===== src/rtl/tile_pkg.sv =====
// ---------------------------------------------------------------------------
// tile_pkg
// Shared constants and types for the tile ROM arbiter.
//   TILE_W / TILE_PIXELS : tile geometry (24x24 = 576 pixel words per tile)
//   ADDR_W / DATA_W      : default ROM address width and 4-4-4 RGB word width
//   TILE_GROUND/PLATFORM : tile select encodings carried with each access
//   pipe_t               : side-band carried down the two read stages
// ---------------------------------------------------------------------------
package tile_pkg;

    localparam int TILE_W      = 24;
    localparam int TILE_PIXELS = TILE_W * TILE_W;
    localparam int ADDR_W      = 10;
    localparam int DATA_W      = 12;

    localparam logic TILE_GROUND   = 1'b0;
    localparam logic TILE_PLATFORM = 1'b1;

    // valid : stage holds a real access
    // id    : requester that owns the access (0 = background, 1 = sprite)
    // tsel  : tile the data must be taken from
    // oor   : address was out of range, data is forced to zero
    typedef struct packed {
        logic valid;
        logic id;
        logic tsel;
        logic oor;
    } pipe_t;

endpackage


===== src/rtl/rr_arb2.sv =====
// ---------------------------------------------------------------------------
// rr_arb2
// Two-way round-robin arbiter with a last-granted pointer.
//   clk, rst_n : clock, asynchronous active-low reset
//   req[1:0]   : request per requester
//   accept     : a granted request was taken this cycle (advances pointer)
//   gnt[1:0]   : combinational one-hot (or zero) grant
// On a tie the requester that was not granted most recently wins. The
// pointer resets to requester 1 so requester 0 wins the first tie.
// Handshake: a request is accepted in the cycle where req[i] && gnt[i]; req
// may be dropped at any time without side effects.
// ---------------------------------------------------------------------------
module rr_arb2 (
    input  logic       clk,
    input  logic       rst_n,
    input  logic [1:0] req,
    input  logic       accept,
    output logic [1:0] gnt
);

    logic r_last;

    always_ff @(posedge clk or negedge rst_n) begin
        if (!rst_n) begin
            r_last <= 1'b1;
        end else if (accept) begin
            r_last <= gnt[1];
        end
    end

    // Grant is masked by reset so nothing can be taken while rst_n is low.
    always_comb begin
        gnt = 2'b00;
        if (rst_n) begin
            case (req)
                2'b01:   gnt = 2'b01;
                2'b10:   gnt = 2'b10;
                2'b11:   gnt = r_last ? 2'b01 : 2'b10;
                default: gnt = 2'b00;
            endcase
        end
    end

endmodule


===== src/rtl/tile_rom_arbiter.sv =====
// ---------------------------------------------------------------------------
// tile_rom_arbiter
// Shares the ground and platform tile ROMs between the background renderer
// (requester 0) and the sprite renderer (requester 1).
//   clk, rst_n         : clock, asynchronous active-low reset
//   req[1:0]           : read request per requester
//   tsel[1:0]          : tile select per requester (0 ground, 1 platform)
//   addr0, addr1       : pixel address per requester
//   gnt[1:0]           : combinational grant, accept = req[i] && gnt[i]
//   rvalid[1:0]        : one-cycle return pulse, two cycles after accept
//   rdata              : returned pixel, zero when nothing returns
//   oor[1:0]           : pulses with rvalid when the address was >= TILE_PIXELS
//   rom_addr           : registered address shared by both ROMs
//   rom_ground_data,
//   rom_platform_data  : registered ROM outputs (one-cycle latency)
// Timing: accept in cycle N registers rom_addr at the end of N, the ROMs
// register their data at the end of N+1, and the return is presented in N+2.
// ---------------------------------------------------------------------------
module tile_rom_arbiter #(
    parameter int ADDR_W      = 10,
    parameter int DATA_W      = 12,
    parameter int TILE_PIXELS = 576
) (
    input  logic              clk,
    input  logic              rst_n,
    input  logic [1:0]        req,
    input  logic [1:0]        tsel,
    input  logic [ADDR_W-1:0] addr0,
    input  logic [ADDR_W-1:0] addr1,
    output logic [1:0]        gnt,
    output logic [1:0]        rvalid,
    output logic [DATA_W-1:0] rdata,
    output logic [1:0]        oor,
    output logic [ADDR_W-1:0] rom_addr,
    input  logic [DATA_W-1:0] rom_ground_data,
    input  logic [DATA_W-1:0] rom_platform_data
);

    import tile_pkg::*;

    // One extra bit keeps the limit exact even if TILE_PIXELS == 2**ADDR_W.
    localparam logic [ADDR_W:0] PIX_LIM = (ADDR_W + 1)'(TILE_PIXELS);

    logic [1:0]        w_gnt;
    logic [1:0]        w_acc;
    logic              w_accept;
    logic              w_id;
    logic [ADDR_W-1:0] w_addr;
    logic              w_tsel;
    logic              w_oor;

    pipe_t             r_s1;
    pipe_t             r_s2;
    logic [ADDR_W-1:0] r_rom_addr;

    rr_arb2 u_arb (
        .clk    (clk),
        .rst_n  (rst_n),
        .req    (req),
        .accept (w_accept),
        .gnt    (w_gnt)
    );

    assign gnt      = w_gnt;
    assign w_acc    = req & w_gnt;
    assign w_accept = |w_acc;
    assign w_id     = w_acc[1];
    assign w_addr   = w_id ? addr1 : addr0;
    assign w_tsel   = tsel[w_id];
    assign w_oor    = {1'b0, w_addr} >= PIX_LIM;

    // Stage 1 lines up with the ROM address register, stage 2 with the ROM
    // data register. An out-of-range access parks the ROM at address 0.
    always_ff @(posedge clk or negedge rst_n) begin
        if (!rst_n) begin
            r_s1       <= '0;
            r_s2       <= '0;
            r_rom_addr <= '0;
        end else begin
            r_s1 <= '{valid: w_accept, id: w_id, tsel: w_tsel, oor: w_oor};
            r_s2 <= r_s1;
            if (w_accept) begin
                r_rom_addr <= w_oor ? '0 : w_addr;
            end
        end
    end

    assign rom_addr = r_rom_addr;

    always_comb begin
        rvalid = 2'b00;
        oor    = 2'b00;
        rdata  = '0;
        if (r_s2.valid) begin
            rvalid[r_s2.id] = 1'b1;
            oor[r_s2.id]    = r_s2.oor;
            if (!r_s2.oor) begin
                rdata = (r_s2.tsel == TILE_PLATFORM) ? rom_platform_data
                                                     : rom_ground_data;
            end
        end
    end

endmodule

===== config.mk =====
export PLATFORM = sky130hd
export DESIGN_NAME = tile_rom_arbiter
export DESIGN_NICKNAME = d
export VERILOG_FILES = /design/src/rtl/tile_pkg.sv /design/src/rtl/rr_arb2.sv /design/src/rtl/tile_rom_arbiter.sv
export SDC_FILE = /design/constraint.sdc
export NUM_CORES = 1
export LEC_CHECK = 0
export ABC_AREA = 1
export CAP_MARGIN = 20
export CORE_MARGIN = 1.5
export CORE_UTILIZATION = 30
export CTS_BUF_LIST = sky130_fd_sc_hd__clkbuf_8
export DETAILED_ROUTE_END_ITERATION = 7
export GPL_TIMING_DRIVEN = 0
export PLACE_DENSITY = 0.75
export SLEW_MARGIN = 15
export SYNTH_ARGS = -nofsm -noshare
export SYNTH_HDL_FRONTEND = slang
export SYNTH_HIERARCHICAL = 1
export SYNTH_SLANG_ARGS = --single-unit

===== constraint.sdc =====
create_clock -name clk -period 2.8 [get_ports clk]
set_input_delay 0.56 -clock clk [delete_from_list [all_inputs] [get_ports clk]]
set_output_delay 0.56 -clock clk [all_outputs]
set_load 0.02 [all_outputs]

-- Word level (Yosys, flattened, before mapping)
Index checks and enable logic that the tools add are counted.
Widths: inputs -> output; s select.
- register bits: 19
- input bits: 50
- word-level logic and storage cells: 35
- $lt $le $gt $ge: 4
- equal/unequal tests: 3
- muxes and demuxes: 14
- bitwise logic cells: 2
- reductions and logical operators: 2
- operator list (kind ; number):
    $mux 12 ; 3
    $mux 10 ; 2
    $ge 10x10->1 const B ; 1
    $mux 2 ; 4
    $pmux 2 s3 ; 1
    $and 2x2->2 ; 2
    $eq 2x2->1 const B ; 2
    $lt 1x2->1 const B ; 2
    $mux 1 ; 3
    $eq 2x1->1 const B ; 1
    $reduce_or 2->1 ; 1
    $demux 1 s1 ; 1
    $ge 1x1->1 const B ; 1
    $logic_and 1x1->1 ; 1

-- Longest topological paths before layout
Gate-level depths: netlist of run 1.
- depth in word-level cells: 7
- depth in mapped cells: 10
- depth with buffers taken out: 9

-- Cells and area by module
The synthesis of run 1 kept the hierarchy.
- by module, submodules not included (module ; instances ; cells each ; area each (sq um) ; sequential area each (sq um)):
    tile_rom_arbiter ; 1 ; 149 ; 1023.5 ; 450.4
    rr_arb2 ; 1 ; 11 ; 70.1 ; 26.3

-- Least setup slack after synthesis of run 1
OpenSTA, ideal clock, no wires.
- path type: input -> register
- from: input rst_n
- to: register r_rom_addr[0], in the netlist rom_addr[0]
- setup time: 0.119 ns
- arrival: 1.864 ns
- required time: 2.681 ns
- setup slack: 0.817 ns
- stages on the path: 10
- buffers on the path: 1
- path through: nand2_1 -> a21oi_1 -> nand2_2 -> buf_6 -> nand2_2 -> nand2_1 -> nand2_2 -> nand2_4 -> nand3_1 -> nand2_1
- word-level cells in the longest chain between the ends: 5
- elaborated cells between the ends (all ways): 6
- those cells by class: order compare (1); mux (3); bitwise (1); reduce/logical (1)
- ends and longest elaborated chain (item ; RTL line ; text):
    start: declaration ; tile_rom_arbiter.sv:25 ; input logic rst_n,
    $mux 2 * ; rr_arb2.sv:34 ; if (rst_n) begin
    net gnt[1] ; tile_rom_arbiter.sv:30 ; output logic [1:0] gnt,
    $and 2x2->2 * ; tile_rom_arbiter.sv:65 ; assign w_acc = req & w_gnt;
    $mux 10 ; tile_rom_arbiter.sv:68 ; assign w_addr = w_id ? addr1 : addr0;
    $ge 10x10->1 ; tile_rom_arbiter.sv:70 ; assign w_oor = {1'b0, w_addr} >= PIX_LIM;
    $mux 10 ; tile_rom_arbiter.sv:83 ; r_rom_addr <= w_oor ? '0 : w_addr;
    end signal: assignment ; tile_rom_arbiter.sv:83 ;
    end: declaration ; tile_rom_arbiter.sv:54 ; logic [ADDR_W-1:0] r_rom_addr;
Mark *: on every way through the listed nets, which the timed path passes. The rest lies on a longest branch.
A chain may end at the register's enable or synchronous reset.

-- Final worst setup path of run 1
- from: input req[0]
- to: output gnt[0]
- word-level cells in the longest chain between the ends: 3
- elaborated cells between the ends (all ways): 5
- those cells by class: eq/ne (3); mux (2)
- ends and longest elaborated chain (item ; RTL line ; text):
    start: declaration ; tile_rom_arbiter.sv:26 ; input logic [1:0] req,
    $eq 2x2->1 or $eq 2x1->1 (tied branches) ; rr_arb2.sv:35 ; case (req)
    $pmux 2 s3 * ; rr_arb2.sv:35 ;
    $mux 2 * ; rr_arb2.sv:34 ;
    end: declaration ; tile_rom_arbiter.sv:30 ;
Mark *: on every way between the ends. The rest lies on a longest branch, timed or not.

==> results of run 1 <==
-- metrics by stage --
stage          instance area (um^2)  cells
2_1_floorplan                  1090    160
3_3_place_gp                   1920    283
3_5_place_dp                   1920    283
4_1_cts                        1970    287
5_1_grt                        1970    287
6_report                       1970    287
-- report_power, final --
group          switching [mW]  internal [mW]  leakage (nW)
clock                  0.0879         0.0987        0.0255
sequential             0.0246          0.320         0.241
combinational           0.167          0.176         0.647
total                   0.280          0.595         0.913
-- per-layer routing --
layer	routed length [um]	vias to the layer above	global-route usage [%]
li1	-	664	-
met1	1330	542	18.9
met2	1260	75	25.4
met3	368	2	3.75
met4	17	0	4.89
met5	0	-	0
-- synthesized netlist by cell type (all sizes together) --
library cell and instances:
o21ai 10, a21oi 4, dfrtp 18, inv 15, or2 1, nand2 42
dfstp 1, buf 4, nand3 14, nor3 12, clkbuf 2, nor2 37
-- sequential cells by signal (all words and copies together), names as in the netlist --
| signal | cells |
|---|---|
| r_s2 | 4 |
| rom_addr | 10 |
| u_arb/r_last | 1 |
| r_s1 | 4 |
-- cell type report --
cell class | instances | area [um^2]
sequential | 19 | 477
clock inverter | 1 | 5.00
clock buffer | 3 | 41.3
buffer | 6 | 35.0
multi-input combinational | 120 | 529
timing repair buffer | 77 | 768
fill | 334 | 1450
tap | 46 | 57.6
inverter | 15 | 56.3
-- critical path, stage by stage --
cell and delay (ns):
clkdlybuf4s50_1 0.54, nand2_1 0.06, a21oi_1 0.19, clkdlybuf4s50_1 0.64
-- repair_timing --
item | CTS | global route
setup endpoints to repair | 8 | 1
setup buffers | 0 | 0
gates resized for setup | 4 | 3
gates cloned | 0 | 0
-- final timing paths --
| check | start | endpoint | slack [ns] | cells past startpoint |
|---|---|---|---|---|
| setup / recovery | req[0] | gnt[0] | 0.25 | 4 |
| hold / removal | rst_n | rom_addr[5]$_DFFE_PN0P_ | 0.24 | 1 |
| setup reg to reg | u_arb/r_last$_DFFE_PN1P_ | rom_addr[5]$_DFFE_PN0P_ | 1.26 | 7 |
| hold reg to reg | r_s1[2]$_DFF_PN0_ | r_s2[2]$_DFF_PN0_ | 0.35 | 0 |
| max in group asynchronous | rst_n | u_arb/r_last$_DFFE_PN1P_ | 2.22 | 1 |
| min in group clk | r_s1[2]$_DFF_PN0_ | r_s2[2]$_DFF_PN0_ | 0.35 | 0 |
-- cell families (layout without fill, tap and decap cells) --
family | count (synthesis) | in the layout | synth area share, %
AO/OA/AOI/OAI | 14 | 14 | 6.41
buffers and inverters | 21 | 102 | 8.35
flip-flops | 19 | 19 | 43.6
AND/OR/NAND/NOR | 106 | 106 | 41.6
==> metrics.txt, run 1 <==
initial antenna violation count 0; first-pass GRT wire length 5000 um; GP Congestion 0.770; ANT nets after route 0; pwr/cell area 444 nW/um^2; Clock transition at path regs 0.07 ns; pin count of the biggest net entering global routing 22; Clock Sinks 19; Synth Register Bits 19; critical path fanouts, max 4; yosys warns 6; clock skew between 0.005 and 0.006 ns; per-cell routed wire length between 10 and 15 um; GRT Total Usage 15.1%; Clock Path Buffers 2; commonest cells after routing, fill and taps aside clkdlybuf4s50_1, nand2_1, nor2_1; worst slack at placement -0.690 ns; period utilisation layout 91.1%; fmax roughly 390 MHz; fin crit period 2.55 ns; DRT iter0 DRCs 52; Leak between 0.9 and 1 nW; setup tns final 0 ns; first-pass iteration count of the detailed router 4; Layout Area Growth over Synthesis 80.1%; Setup crit end kind output port; status complete, no violations; Avg Vias per Cell 4.47; Starting Density 32.0%; register area share after synthesis between 40 and 50%; Final Hold Viols 0; DP Wirelength between 2000 and 2500 um; DRC viols 0; peak supply drop around 0.21 mV; largest area contributor in the netlist dfrtp_1; critical path required time 2.24 ns; Mapped Nets 210; # hold bufs at CTS 0; clock root buffer clkbuf_8; count of input and output buffers 77; Num CTS Buffers 3; ant diodes 0; Final setup viols 0; Cell variety after synth 20; Die Area about 4000 um^2; H-tree depth 1; Nets 292; Cell Rows 21; Hold Crit Class in2async; Syn Area/Cell 6.83 um^2; CP startpoint kind input pin; CTS tree done; detailed-route via count ~1300; top post-synthesis cells by area dfrtp_1, nand2_1, nor2_1; Slew Limit Fails 0; post-synthesis cell area between 1000 and 1500 um^2; die span in y 63.4 um; worst-margin pin slew 0.448 ns; Crit Path Category in2out; clk_lat worst skew ~0.25 ns; Worst EP arrival 1.99 ns; total congestion overflow 0; Top-Level Pins 78; RSZ-0062 raised after global routing no; max-cap viol count 0; Die Wd 63.4 um; commonest non-fill, non-tap cell in the layout clkdlybuf4s50_1; core area between 3000 and 4000 um^2; wirelength, routed just under 3000 um; number of global-route vias before repair 1164; share of cells above drive strength 1 7.47%; Cells after Synth 160; top-area cell type share of the netlist area 41.2%; total power ~0.88 mW; Slew Limit Headroom 70.2%; post-layout util 57.7%; setup slack after layout 0.248 ns; hold_ws 0.239 ns
Note: power is estimated with default switching activity, not from simulation.
==> run 2, diff against run 1 <==
--- a/config.mk
+++ b/config.mk
@@ -8,11 +8,12 @@
 export ABC_AREA = 1
 export CAP_MARGIN = 20
 export CORE_MARGIN = 1.5
-export CORE_UTILIZATION = 30
+export CORE_UTILIZATION = 38
 export CTS_BUF_LIST = sky130_fd_sc_hd__clkbuf_8
 export DETAILED_ROUTE_END_ITERATION = 7
 export GPL_TIMING_DRIVEN = 0
-export PLACE_DENSITY = 0.75
+export PLACE_DENSITY = 0.91
+export SKIP_LAST_GASP = 1
 export SLEW_MARGIN = 15
 export SYNTH_ARGS = -nofsm -noshare
 export SYNTH_HDL_FRONTEND = slang
==> run 2 against run 1 <==
  * Maximum frequency shrank 0.32%
  * Largest power group unchanged
  * Via count rose by 3.9%
  * Clock skew shrank 0.0013 ns
  * Critical endpoint is now rdata[4]
  * Core utilization rose by 14 points
  * Worst setup slack worse by 0.0081 ns
  * Critical path type is now reg2out
  * Critical path depth is 1 higher
  * Cell area shrank 0.57%
  * Largest cell class unchanged
==> metrics.txt, run 2 (same netlist as run 1, synthesis figures left out) <==
detailed-route via count 1333; routing usage on met3 roughly 8.3%; per-cell routed wire length 10.9 um; Crit Path Category reg2out; Crit path largest cell delay ~0.63 ns; H-tree depth 1; Clock transition at path regs 0.07 ns; M2 GR Usage 33.7%; Worst setup startpoint r_s2[1]$_DFF_PN0_; RSZ-0062 raised after global routing no; FF/Latch Area 477 um^2; Worst EP arrival 2.00 ns; period utilisation layout 91.4%; GP Congestion 0.794; Final Hold Viols 0; Slew Limit Headroom 70.5%; first-pass GRT wire length 4950 um; GRT met1 Usage between 20% and 30%; Nets 292; GR peak layer met2; Die Area between 3000 and 4000 um^2; peak supply drop 0.396 mV; core area between 2000 and 3000 um^2; wirelength, routed approximately 3000 um; clk_lat worst skew 0.26 ns; Post-CTS Setup Repair Bufs 0; Multi-input gate area between 500 and 600 um^2; Die Wd 56.6 um; post-layout util 71.6%; critical path fanouts, max 10; first-pass iteration count of the detailed router 4; die span in y ~57 um; worst path cell trace inv_1 -> clkbuf_1 -> nor2_1 -> nor3_1 -> clkdlybuf4s50_1; fmax 391 MHz; GRT Total Usage around 20%; CTS tree done; Top-Level Pins roughly 80; DRC viols 0; DP Wirelength 2400 um; Starting Density 40.0%; share of cells above drive strength 1 7.47%; CP startpoint kind flop; worst slack at placement -0.701 ns; count of input and output buffers 77; Hold Crit Class in2async; Clock Sinks 19; # hold bufs at CTS 0; max FFs per register 10; clock skew 0.00390 ns; ANT nets after route 0; cts repair resizes 4; Slew Limit Fails 0; Layout Area Growth over Synthesis 79.1%; total congestion overflow 0; max-cap viol count 0; Final setup viols 0; worst-margin pin slew roughly 0.44 ns; crit path max-delay cell type clkdlybuf4s50_1; commonest non-fill, non-tap cell in the layout clkdlybuf4s50_1; number of global-route vias before repair about 1200; ant diodes 0; status complete, no violations; Setup crit end kind output port; initial antenna violation count 0; Clock Path Buffers 2; Num CTS Buffers 3; DRT iter0 DRCs 32; # fillers roughly 220; total power between 0.8 and 0.9 mW; Avg Vias per Cell 4.90; commonest cells after routing, fill and taps aside clkdlybuf4s50_1, nand2_1, nor2_1; reg2reg start u_arb/r_last$_DFFE_PN1P_; Leak between 0.9 and 1 nW; clock root buffer clkbuf_8; pin count of the biggest net entering global routing 22; critical path required time between 2 and 2.5 ns; fin crit period 2.56 ns; pwr/cell area 450 nW/um^2; setup slack after layout 0.240 ns; Cell Rows 19
run 2: routing by layer:
layer | vias to the layer above | wire length (um) | share of wire (%)
met1 | 577 | 1090 | 37
met4 | 0 | 57 | 1.9
met5 | - | 0 | 0
li1 | 662 | - | -
met2 | 87 | 1330 | 45
met3 | 7 | 469 | 16
run 2: through the flow:
step	instances	cell area, um^2	setup TNS, ns	hold slack (ns)
final	272	1960	0	0.233
after global routing	272	1960	0	0.259
after CTS	272	1950	0	0.351
after detailed placement	268	1900	-4.49	0.335
after global placement	268	1900	-3.04	0.333
after floorplan	160	1090	0	0.264
run 2: path summary, 6_finish.rpt:
kind	endpoint	slack [ns]	cells past startpoint
max	rdata[4]	0.24	5
min	rom_addr[0]$_DFFE_PN0P_	0.23	1
max reg2reg	rom_addr[2]$_DFFE_PN0P_	1.24	7
min reg2reg	r_s2[0]$_DFF_PN0_	0.35	0
max in group asynchronous	u_arb/r_last$_DFFE_PN1P_	2.22	1
min in group clk	r_s2[0]$_DFF_PN0_	0.35	0
run 2: critical path: cells and delay by family, from the launching register on:
family / cells / cell delay [ns]
buffers and inverters: 3 / 1.10
and+or+nand+nor: 2 / 0.24
DFF: 1 / 0.41
run 2: final cells by class:
class	instances	area share, %
well taps	31	1.98
flip-flops and latches	19	24.3
inverters	15	2.88
multi-input cells	120	27.4
plain buffers	6	1.79
clock inverters	1	0.256
repair buffers	77	39.2
clock buffers	3	2.11
run 2: where the power goes:
group / total, mW / switching (mW) / internal, mW
Combinational: 0.344 / 0.167 / 0.177
Clock: 0.192 / 0.0926 / 0.0990
Sequential: 0.346 / 0.0251 / 0.320
==> run 3, diff against run 2 <==
--- a/config.mk
+++ b/config.mk
@@ -14,7 +14,7 @@
 export GPL_TIMING_DRIVEN = 0
 export PLACE_DENSITY = 0.91
 export SKIP_LAST_GASP = 1
-export SLEW_MARGIN = 15
+export SLEW_MARGIN = 40
 export SYNTH_ARGS = -nofsm -noshare
 export SYNTH_HDL_FRONTEND = slang
 export SYNTH_HIERARCHICAL = 1
==> run 3 against run 2 <==
  * Die area is the same
  * Cell count is the same
  * Core utilization shrank 0.27 points
  * Via count grew 0.83%
  * Cell area shrank 0.38%
  * Flip-flop and latch count is the same
  * Total power grew 0.27%
  * Clock power is essentially flat
  * Critical path type unchanged
==> metrics.txt, run 3 (same netlist as run 1, synthesis figures left out) <==
core area 2730 um^2; r2r setup slk 1.21 ns; Num CTS Buffers 3; share of cells above drive strength 1 7.47%; Crit Path Category reg2out; commonest non-fill, non-tap cell in the layout clkdlybuf4s50_1; CTS tree done; RSZ-0062 raised after global routing no; fin crit period 2.55 ns; DRC viols 0; status complete, no violations; wirelength, routed ~3100 um; Stages on worst setup path 5; count of input and output buffers 77; initial antenna violation count 0; worst path buffer plus inverter count 3; Slew Limit Fails 0; fmax 392 MHz; critical path required time 2.24 ns; clock skew 0.00417 ns; setup tns final 0 ns; post-layout util 71.4%; Clock Sinks 19; Final setup viols 0; period utilisation layout 91.0%; Starting Density 40.0%; max FFs per register 10; Clock transition at path regs 0.07 ns; clock root buffer clkbuf_8; Cell Rows 19; Clock Path Buffers 2; pin count of the biggest net entering global routing 22; detailed-route via count 1344; DP Wirelength 2400 um; Top-Level Pins 78; Die Wd 56.6 um; crit path capture rdata[4]; Layout Area Growth over Synthesis 78.4%; Worst setup startpoint r_s2[1]$_DFF_PN0_; Nets ~290; Critical R2R Capture rom_addr[2]$_DFFE_PN0P_; Setup crit end kind output port; commonest cells after routing, fill and taps aside clkdlybuf4s50_1, nand2_1, nor2_1; worst-margin pin slew 0.457 ns; Post-CTS Setup Repair Bufs 0; cts repair resizes 1; number of global-route vias before repair between 1000 and 1500; critical path fanouts, max 10; CP startpoint kind flop; Die Area 3210 um^2; R2R depth 7; setup slack after layout 0.251 ns; crit path max-delay cell type clkdlybuf4s50_1; max-cap viol count 0; die span in y roughly 57 um; Slew Limit Headroom between 60% and 70%; Avg Vias per Cell 4.94; Worst EP arrival 1.99 ns; Hold Crit Class in2async; Crit path largest cell delay between 0.6 and 0.7 ns; reg2reg start u_arb/r_last$_DFFE_PN1P_; first-pass GRT wire length between 5000 and 6000 um; Final Hold Viols 0; Leak 0.913 nW; peak supply drop 0.389 mV; per-cell routed wire length 11.5 um; clk_lat worst skew 0.26 ns; GRT Total Usage 19.9%; ANT nets after route 0; worst path cell trace inv_1 -> clkbuf_1 -> nor2_1 -> nor3_1 -> clkdlybuf4s50_1; GP Congestion 0.794; worst slack at placement -0.102 ns; first-pass iteration count of the detailed router 4; CP delay by family, top buffers and inverters; H-tree depth 1; ant diodes 0; pwr/cell area approximately 450 nW/um^2; # hold bufs at CTS 0; # fillers 228; DRT iter0 DRCs 20; total congestion overflow 0
-- run 3: cell count changes in the layout (fill, tap and decap cells not counted) --
cell     before  now
a21oi_2       0    1
a21oi_4       1    0
-- run 3: where the power goes --
group	leakage [nW]	switching (mW)	internal, mW
sequential	0.241	0.0253	0.320
combinational	0.647	0.171	0.176
clock	0.0255	0.0915	0.0989
total	0.913	0.288	0.596
-- run 3: how the worst min path moves through the flow --
stage / start / end / slack [ns] / cells after the start
floorplan: rst_n / r_s1[0]$_DFF_PN0_ / 0.26 / 0
global placement: r_s1[0]$_DFF_PN0_ / r_s2[0]$_DFF_PN0_ / 0.33 / 0
detailed placement: r_s1[3]$_DFF_PN0_ / r_s2[3]$_DFF_PN0_ / 0.34 / 0
CTS: rst_n / rom_addr[4]$_DFFE_PN0P_ / 0.26 / 1
global route: rst_n / rom_addr[4]$_DFFE_PN0P_ / 0.27 / 1
finish: rst_n / rom_addr[4]$_DFFE_PN0P_ / 0.24 / 1
-- run 3: metal layers --
layer	track usage, %	vias up	wire (um)
met2	36.0	86	1480
met1	20.7	590	1140
li1	-	664	-
met4	7.48	0	38
met5	0	-	0
met3	7.37	4	461
-- run 3: layout make-up --
type / count / area, um^2 / share of cell area (%)
Buffer: 6 / 35.0 / 1.80
Sequential cell: 19 / 477 / 24.4
Tap cell: 31 / 38.8 / 1.99
Clock inverter: 1 / 5.00 / 0.257
Clock buffer: 3 / 41.3 / 2.12
Inverter: 15 / 56.3 / 2.89
Multi-Input combinational cell: 120 / 529 / 27.1
Timing Repair Buffer: 77 / 768 / 39.4
-- run 3: stage by stage --
stage / power (mW) / area, um^2 / hold WS, ns / std cells
finish: 0.884 / 1950 / 0.242 / 272
global route: 0.933 / 1950 / 0.269 / 272
CTS: 0.884 / 1950 / 0.258 / 272
detailed placement: 0.693 / 1900 / 0.336 / 268
global placement: 0.687 / 1900 / 0.333 / 268
floorplan: 0.505 / 1090 / 0.264 / 160
